### src/rtl/memory_access_if.sv
// Bus between the execute stage and the memory-access stage of the pipeline.
// The master drives the EX/MEM request side; the slave returns the MEM/WB results.
interface memory_access_if;
  logic [31:0] ALUout;
  logic [31:0] ALUoutBK;
  logic [4:0]  XM_RD;
  logic [2:0]  XM_MemCtr;
  logic [31:0] XM_RegtoMem;
  logic [2:0]  XM_BranchCtr;
  logic [31:0] XM_BranchAddr;

  logic [31:0] MW_Result;
  logic [4:0]  MW_RD;
  logic        MW_RegWrite;
  logic        MEM_stall;
  logic        MW_BranchTaken;
  logic [31:0] MW_BranchAddr;
  logic        MW_Misalign;

  modport master (
    output ALUout, ALUoutBK, XM_RD, XM_MemCtr, XM_RegtoMem, XM_BranchCtr, XM_BranchAddr,
    input  MW_Result, MW_RD, MW_RegWrite, MEM_stall, MW_BranchTaken, MW_BranchAddr, MW_Misalign
  );

  modport slave (
    input  ALUout, ALUoutBK, XM_RD, XM_MemCtr, XM_RegtoMem, XM_BranchCtr, XM_BranchAddr,
    output MW_Result, MW_RD, MW_RegWrite, MEM_stall, MW_BranchTaken, MW_BranchAddr, MW_Misalign
  );
endinterface

### src/rtl/memory_access.sv
// Memory-access pipeline stage: word data memory, HI/LO divide registers, branch redirect.
// Loads take two cycles (stall for one); every other op completes in one registered cycle.
module memory_access #(
  parameter int unsigned DEPTH_LOG2 = 6
) (
  input logic              clk,
  input logic              rst,
  memory_access_if.slave   bus_io
);

  localparam int unsigned Depth = 1 << DEPTH_LOG2;

  localparam logic [2:0] OpAlu  = 3'd0;
  localparam logic [2:0] OpLw   = 3'd1;
  localparam logic [2:0] OpSw   = 3'd2;
  localparam logic [2:0] OpDiv  = 3'd3;
  localparam logic [2:0] OpMfhi = 3'd4;
  localparam logic [2:0] OpMflo = 3'd5;

  typedef enum logic [0:0] {StIdle, StLoadWait} state_e;

  state_e                state_q;
  logic [31:0]           result_q;
  logic [4:0]            rd_q;
  logic                  regwrite_q;
  logic                  stall_q;
  logic                  branch_q;
  logic [31:0]           baddr_q;
  logic                  misalign_q;
  logic [31:0]           hi_q;
  logic [31:0]           lo_q;
  logic [DEPTH_LOG2-1:0] ld_idx_q;
  logic [4:0]            ld_rd_q;

  logic [31:0]           mem_q [Depth];

  logic [DEPTH_LOG2-1:0] idx;
  logic                  aligned;
  logic                  mem_we;

  // Upper address bits are dropped so accesses wrap within the array.
  assign idx     = bus_io.ALUout[DEPTH_LOG2+1:2];
  assign aligned = (bus_io.ALUout[1:0] == 2'b00);
  // Reset wins over a coincident store; stores presented during a stall are dropped.
  assign mem_we  = !rst && (state_q == StIdle) && (bus_io.XM_MemCtr == OpSw) && aligned;

  // Memory has no reset so its contents survive rst.
  always_ff @(posedge clk) begin
    if (mem_we) begin
      mem_q[idx] <= bus_io.XM_RegtoMem;
    end
  end

  always_ff @(posedge clk) begin
    if (rst) begin
      state_q    <= StIdle;
      result_q   <= '0;
      rd_q       <= '0;
      regwrite_q <= 1'b0;
      stall_q    <= 1'b0;
      branch_q   <= 1'b0;
      baddr_q    <= '0;
      misalign_q <= 1'b0;
      hi_q       <= '0;
      lo_q       <= '0;
      ld_idx_q   <= '0;
      ld_rd_q    <= '0;
    end else begin
      branch_q   <= 1'b0;
      misalign_q <= 1'b0;
      unique case (state_q)
        StIdle: begin
          regwrite_q <= 1'b0;
          stall_q    <= 1'b0;
          if (bus_io.XM_BranchCtr != 3'd0) begin
            branch_q <= 1'b1;
            baddr_q  <= bus_io.XM_BranchAddr;
          end
          case (bus_io.XM_MemCtr)
            OpAlu: begin
              result_q   <= bus_io.ALUout;
              rd_q       <= bus_io.XM_RD;
              regwrite_q <= 1'b1;
            end
            OpLw: begin
              if (aligned) begin
                ld_idx_q <= idx;
                ld_rd_q  <= bus_io.XM_RD;
                stall_q  <= 1'b1;
                state_q  <= StLoadWait;
              end else begin
                misalign_q <= 1'b1;
              end
            end
            OpSw: begin
              if (!aligned) begin
                misalign_q <= 1'b1;
              end
            end
            OpDiv: begin
              hi_q <= bus_io.ALUout;
              lo_q <= bus_io.ALUoutBK;
            end
            OpMfhi: begin
              result_q   <= hi_q;
              rd_q       <= bus_io.XM_RD;
              regwrite_q <= 1'b1;
            end
            OpMflo: begin
              result_q   <= lo_q;
              rd_q       <= bus_io.XM_RD;
              regwrite_q <= 1'b1;
            end
            default: ;
          endcase
        end
        StLoadWait: begin
          // Inputs this cycle are ignored; upstream re-presents them once stall drops.
          result_q   <= mem_q[ld_idx_q];
          rd_q       <= ld_rd_q;
          regwrite_q <= 1'b1;
          stall_q    <= 1'b0;
          state_q    <= StIdle;
        end
        default: state_q <= StIdle;
      endcase
    end
  end

  assign bus_io.MW_Result      = result_q;
  assign bus_io.MW_RD          = rd_q;
  assign bus_io.MW_RegWrite    = regwrite_q;
  assign bus_io.MEM_stall      = stall_q;
  assign bus_io.MW_BranchTaken = branch_q;
  assign bus_io.MW_BranchAddr  = baddr_q;
  assign bus_io.MW_Misalign    = misalign_q;

endmodule

### src/flat_wrapper.sv
// flat-port wrapper written by rule: the top's interface ports become plain ports
module memory_access_flat 
#(
  parameter int unsigned DEPTH_LOG2 = 6
)
  (clk, rst, bus_io_ALUout, bus_io_ALUoutBK, bus_io_XM_RD, bus_io_XM_MemCtr, bus_io_XM_RegtoMem, bus_io_XM_BranchCtr, bus_io_XM_BranchAddr, bus_io_MW_Result, bus_io_MW_RD, bus_io_MW_RegWrite, bus_io_MEM_stall, bus_io_MW_BranchTaken, bus_io_MW_BranchAddr, bus_io_MW_Misalign);
  memory_access_if bus_io_i ();
  input logic clk;
  input logic rst;
  input wire logic [$bits(bus_io_i.ALUout)-1:0] bus_io_ALUout;
  input wire logic [$bits(bus_io_i.ALUoutBK)-1:0] bus_io_ALUoutBK;
  input wire logic [$bits(bus_io_i.XM_RD)-1:0] bus_io_XM_RD;
  input wire logic [$bits(bus_io_i.XM_MemCtr)-1:0] bus_io_XM_MemCtr;
  input wire logic [$bits(bus_io_i.XM_RegtoMem)-1:0] bus_io_XM_RegtoMem;
  input wire logic [$bits(bus_io_i.XM_BranchCtr)-1:0] bus_io_XM_BranchCtr;
  input wire logic [$bits(bus_io_i.XM_BranchAddr)-1:0] bus_io_XM_BranchAddr;
  output wire logic [$bits(bus_io_i.MW_Result)-1:0] bus_io_MW_Result;
  output wire logic [$bits(bus_io_i.MW_RD)-1:0] bus_io_MW_RD;
  output wire logic [$bits(bus_io_i.MW_RegWrite)-1:0] bus_io_MW_RegWrite;
  output wire logic [$bits(bus_io_i.MEM_stall)-1:0] bus_io_MEM_stall;
  output wire logic [$bits(bus_io_i.MW_BranchTaken)-1:0] bus_io_MW_BranchTaken;
  output wire logic [$bits(bus_io_i.MW_BranchAddr)-1:0] bus_io_MW_BranchAddr;
  output wire logic [$bits(bus_io_i.MW_Misalign)-1:0] bus_io_MW_Misalign;
  assign bus_io_i.ALUout = bus_io_ALUout;
  assign bus_io_i.ALUoutBK = bus_io_ALUoutBK;
  assign bus_io_i.XM_RD = bus_io_XM_RD;
  assign bus_io_i.XM_MemCtr = bus_io_XM_MemCtr;
  assign bus_io_i.XM_RegtoMem = bus_io_XM_RegtoMem;
  assign bus_io_i.XM_BranchCtr = bus_io_XM_BranchCtr;
  assign bus_io_i.XM_BranchAddr = bus_io_XM_BranchAddr;
  assign bus_io_MW_Result = bus_io_i.MW_Result;
  assign bus_io_MW_RD = bus_io_i.MW_RD;
  assign bus_io_MW_RegWrite = bus_io_i.MW_RegWrite;
  assign bus_io_MEM_stall = bus_io_i.MEM_stall;
  assign bus_io_MW_BranchTaken = bus_io_i.MW_BranchTaken;
  assign bus_io_MW_BranchAddr = bus_io_i.MW_BranchAddr;
  assign bus_io_MW_Misalign = bus_io_i.MW_Misalign;
  memory_access #(.DEPTH_LOG2(DEPTH_LOG2)) u_core (.clk(clk), .rst(rst), .bus_io(bus_io_i));
endmodule
### config.mk
export PLATFORM = sky130hd
export DESIGN_NAME = memory_access_flat
export DESIGN_NICKNAME = d
export VERILOG_FILES = /design/src/rtl/memory_access_if.sv /design/src/rtl/memory_access.sv /design/src/flat_wrapper.sv
export SDC_FILE = /design/constraint.sdc
export NUM_CORES = 2
export LEC_CHECK = 0
export CORE_AREA = 2 2 380 571
export DETAILED_ROUTE_END_ITERATION = 12
export DIE_AREA = 0 0 382 573
export GPL_TIMING_DRIVEN = 0
export SLEW_MARGIN = 5
export SYNTH_ARGS = -nofsm -noshare
export SYNTH_HDL_FRONTEND = slang
export SYNTH_SLANG_ARGS = --single-unit
### constraint.sdc
create_clock -name clk -period 4 [get_ports clk]
set_clock_uncertainty 0.1 [all_clocks]
set_input_delay 0.8 -clock clk [delete_from_list [all_inputs] [get_ports clk]]
set_output_delay 0.8 -clock clk [all_outputs]
set_load 0.005 [all_outputs]
==> flow_metrics.py <==
metrics = {
    "outcome": {
        "status": "finished with violations",
        "violations": "capacitance limit, slew limit, setup timing",
    },
    "synth": {
        "yosysMostFrequentCell": "edfxtp_1",
        "netlist_area_um2": 85170,
        "ys_ff_latch": 2202,
        "synth.distinct_cells": 59,
        "yosys.area.top_type_share": 0.7221,
        "async_flop_share": 0,
        "syn_nets": 4316,
        "synth_area_leaders": "edfxtp_1 (72%), mux4_2 (11%), dfxtp_1 (3.6%), mux2i_1 (2.3%), mux2_2 (1.5%)",
        "synth_common_cells": "edfxtp_1 (2048), mux4_2 (409), nand2_1 (233), mux2i_1 (197), dfxtp_1 (154)",
        "synth_top_cell_by_area": "edfxtp_1",
        "synth_edf_count": 2048,
        "syn_area_per_cell_um2": 20.40,
        "synth-main-ff-cell": "edfxtp_1",
        "syn_inst": 4175,
        "yosys_warnings": 0,
        "yosysSeqAreaShare": 0.7583,
    },
    "place": {
        "portBuffers": 210,
        "dp_hpwl_um": 186200,
        "gp_congestion": 0.9752,
        "dpl-instance-area_um2": 93450,
        "post-place-ws_ns": -0.6985,
        "dp.cells": 7321,
    },
    "drt": {
        "drt_wl_total_um": 263200,
        "num_vias": 44070,
        "ant_nets": 0,
        "first_pass_iters": 8,
        "post_drt_via_cell_ratio": 5.741,
        "drc": 0,
        "wl_per_cell_um": 34.28,
        "dr.first_iter.drc_count": 5125,
    },
    "global_route": {
        "overflow": 0,
        "antenna_found_initial": 27,
        "grt_usage": 0.2365,
        "grt_pass1_vias": 44680,
        "grt_pass1_wl_um": 358800,
        "grt_max_degree": 65,
    },
    "final_layout": {
        "fin_area_um2": 99490,
        "syn_to_final_growth_pct": 16.81,
        "finish.utilization": 0.4656,
        "finalNonFillerCells": 7676,
        "final_nets": 4826,
        "drive_above_1_share": 0.2386,
    },
    "cts": {
        "cts-htree-levels": 4,
        "insertion_delay_ns": 0.87,
        "cts_tree": "built",
        "clk_pin_slew_ns": 0.07,
        "cts.path.max_buffers": 4,
        "root_buffer": "clkbuf_16",
        "numCtsBuffers": 197,
        "hold_buffers": 0,
        "postCtsSetupBuffers": 0,
        "cts_sinks": 2202,
    },
    "timing": {
        "fin_ws_ns": -0.05891,
        "max_freq_ghz": 0.2464,
        "relSlewSlack": -0.1518,
        "tightestPinTransition_ns": 1.723,
        "finalCriticalPeriod_ns": 4.059,
        "setup_viol": 6,
        "rsz0062_at_grt": "no",
        "min_period_over_period": 1.015,
        "finalHoldViolCount": 0,
        "final-max-slew-violation-count": 2,
    },
    "floorplan": {
        "coreArea_um2": 213700,
        "die_x_um": 382,
        "ioPinCount": 214,
        "row_count": 208,
        "die-area_um2": 218900,
        "initial_utilization": 0.3986,
        "fp.dieH_um": 573,
    },
    "power_and_ir_drop": {
        "leakagePower_nw": 29.98,
        "power.total_w": 0.04510,
        "p_switching_w": 0.009390,
        "p_per_area_nw_per_um2": 453.3,
        "p_comb_frac": 0.034,
        "power.share.clock": 0.406,
        "internal_power_w": 0.03571,
        "peakVddDrop_mv": 0.3868,
        "pwr-share-seq": 0.560,
        "p_sw_frac": 0.2082,
    },
    "worst_hold_path": {
        "hold_path_depth": 1,
        "hold_path.class": "input pin to flop",
    },
    "setup_path": {
        "arrival_ns": 4.69,
        "endpoint_kind": "flop",
        "criticalPathCategory": "flop to flop",
        "rr_worst_depth": 7,
        "critPathLaunchType": "flop",
        "cp_data_required_time_ns": 4.63,
        "crit_path_max_fanout": 10,
    },
    "run": {
        "drv_cap": 2,
    },
}
## per-stage QoR
stage	hold slack, ns	TNS, ns
6_report	0.1570	-0.1522
5_1_grt	0.1471	0
4_1_cts	0.1127	0
3_5_place_dp	0.3465	-582.35
3_3_place_gp	0.3406	-4602.47
2_1_floorplan	0.3316	0
## worst max-delay path, cell delays in order (launching register included)
cell      delay [ns]
dfxtp_1         0.46
buf_2           0.35
nor2b_1         0.95
clkbuf_1        0.86
nand2_1         0.15
nand3_1         0.39
a21oi_1         0.18
o41ai_2         0.47
## worst paths after layout
| kind | endpoint | slack, ns | from |
|---|---|---|---|
| worst max-delay path | u_core.bus_io.MW_Result[26] | -0.06 | flop |
| worst min-delay path | u_core.mem_q[25][27] | 0.16 | bus_io_XM_RegtoMem[27] |
| worst max register to register | u_core.bus_io.MW_Result[26] | -0.06 | flop |
| worst min register to register | u_core.bus_io.MW_BranchAddr[27] | 0.36 | u_core.bus_io.MW_BranchAddr[27] |
## placed cells by master (no fill, tap or decap), types with 30 or more instances in the layout
| master | count |
|---|---|
| clkinv_1 | 36 |
| o2111ai_1 | 30 |
| nand2_1 | 233 |
| edfxtp_1 | 2048 |
| dfxtp_1 | 154 |
| nor2b_1 | 32 |
| mux2_2 | 112 |
| mux2i_1 | 197 |
| a21oi_1 | 105 |
| o22ai_1 | 32 |
| clkbuf_16 | 202 |
| buf_4 | 46 |
| nor2_1 | 89 |
| buf_16 | 37 |
| mux4_1 | 42 |
| buf_2 | 82 |
| clkdlybuf4s50_1 | 178 |
| nor2_4 | 64 |
| a211oi_1 | 62 |
| a22oi_1 | 31 |
| buf_6 | 53 |
| mux4_2 | 409 |
| buf_12 | 59 |
| clkbuf_1 | 149 |
## flip-flops by register name, indices dropped and copies added (netlist names), named ones only
| register | cells |
|---|---|
| u_core.bus_io.MW_Misalign | 1 |
| u_core.bus_io.MW_BranchAddr | 32 |
| u_core.hi_q | 32 |
| u_core.ld_idx_q | 6 |
| u_core.ld_rd_q | 5 |
| u_core.bus_io.MW_BranchTaken | 1 |
| u_core.lo_q | 32 |
| u_core.bus_io.MW_RD | 5 |
| u_core.bus_io.MW_RegWrite | 1 |
| u_core.mem_q | 2048 |
| u_core.state_q | 1 |
| u_core.bus_io.MW_Result | 32 |
## layer usage
| layer | vias up | track usage | wire length, um |
|---|---|---|---|
| met5 | - | 0 | 29 |
| met4 | 4 | 0.1753 | 22960 |
| met3 | 569 | 0.03430 | 15550 |
| met2 | 1897 | 0.4164 | 136100 |
| met1 | 23300 | 0.2580 | 88530 |
| li1 | 18290 | - | - |
## cells by family after synthesis
| logic type | count (synthesis) | synth area share |
|---|---|---|
| XOR/XNOR | 1 | 0.0001029 |
| flip-flops | 2202 | 0.7583 |
| buffers and inverters | 265 | 0.01947 |
| multiplexers | 760 | 0.1591 |
| AO/OA/AOI/OAI | 446 | 0.03805 |
| AND/OR/NAND/NOR | 501 | 0.02503 |
## cell type report
type                       count  area [um2]
sequential                  2202       64580
antenna                        9       22.52
tap                         2835        3547
buffer                       260        1639
multi-input combinational   1708       19500
fill                       17750      114200
clock inverter                80       641.9
timing repair buffer         311        4194
clock buffer                 266        5346
inverter                       5       18.77
## power groups by stage
stage          registers (W)  clock network (W)  logic (W)
2_1_floorplan         0.0258                  0   0.000475
3_3_place_gp          0.0258                  0    0.00143
3_5_place_dp          0.0258                  0    0.00154
4_1_cts               0.0253             0.0185    0.00155
5_1_grt               0.0252             0.0193    0.00161
6_report              0.0253             0.0183    0.00154
## what timing repair did
item	in CTS	in global routing
endpoints found under the hold margin	0	0
gates resized for setup	2	0
setup endpoints to repair	2	0
No activity file was read; power rests on OpenSTA's default activity.
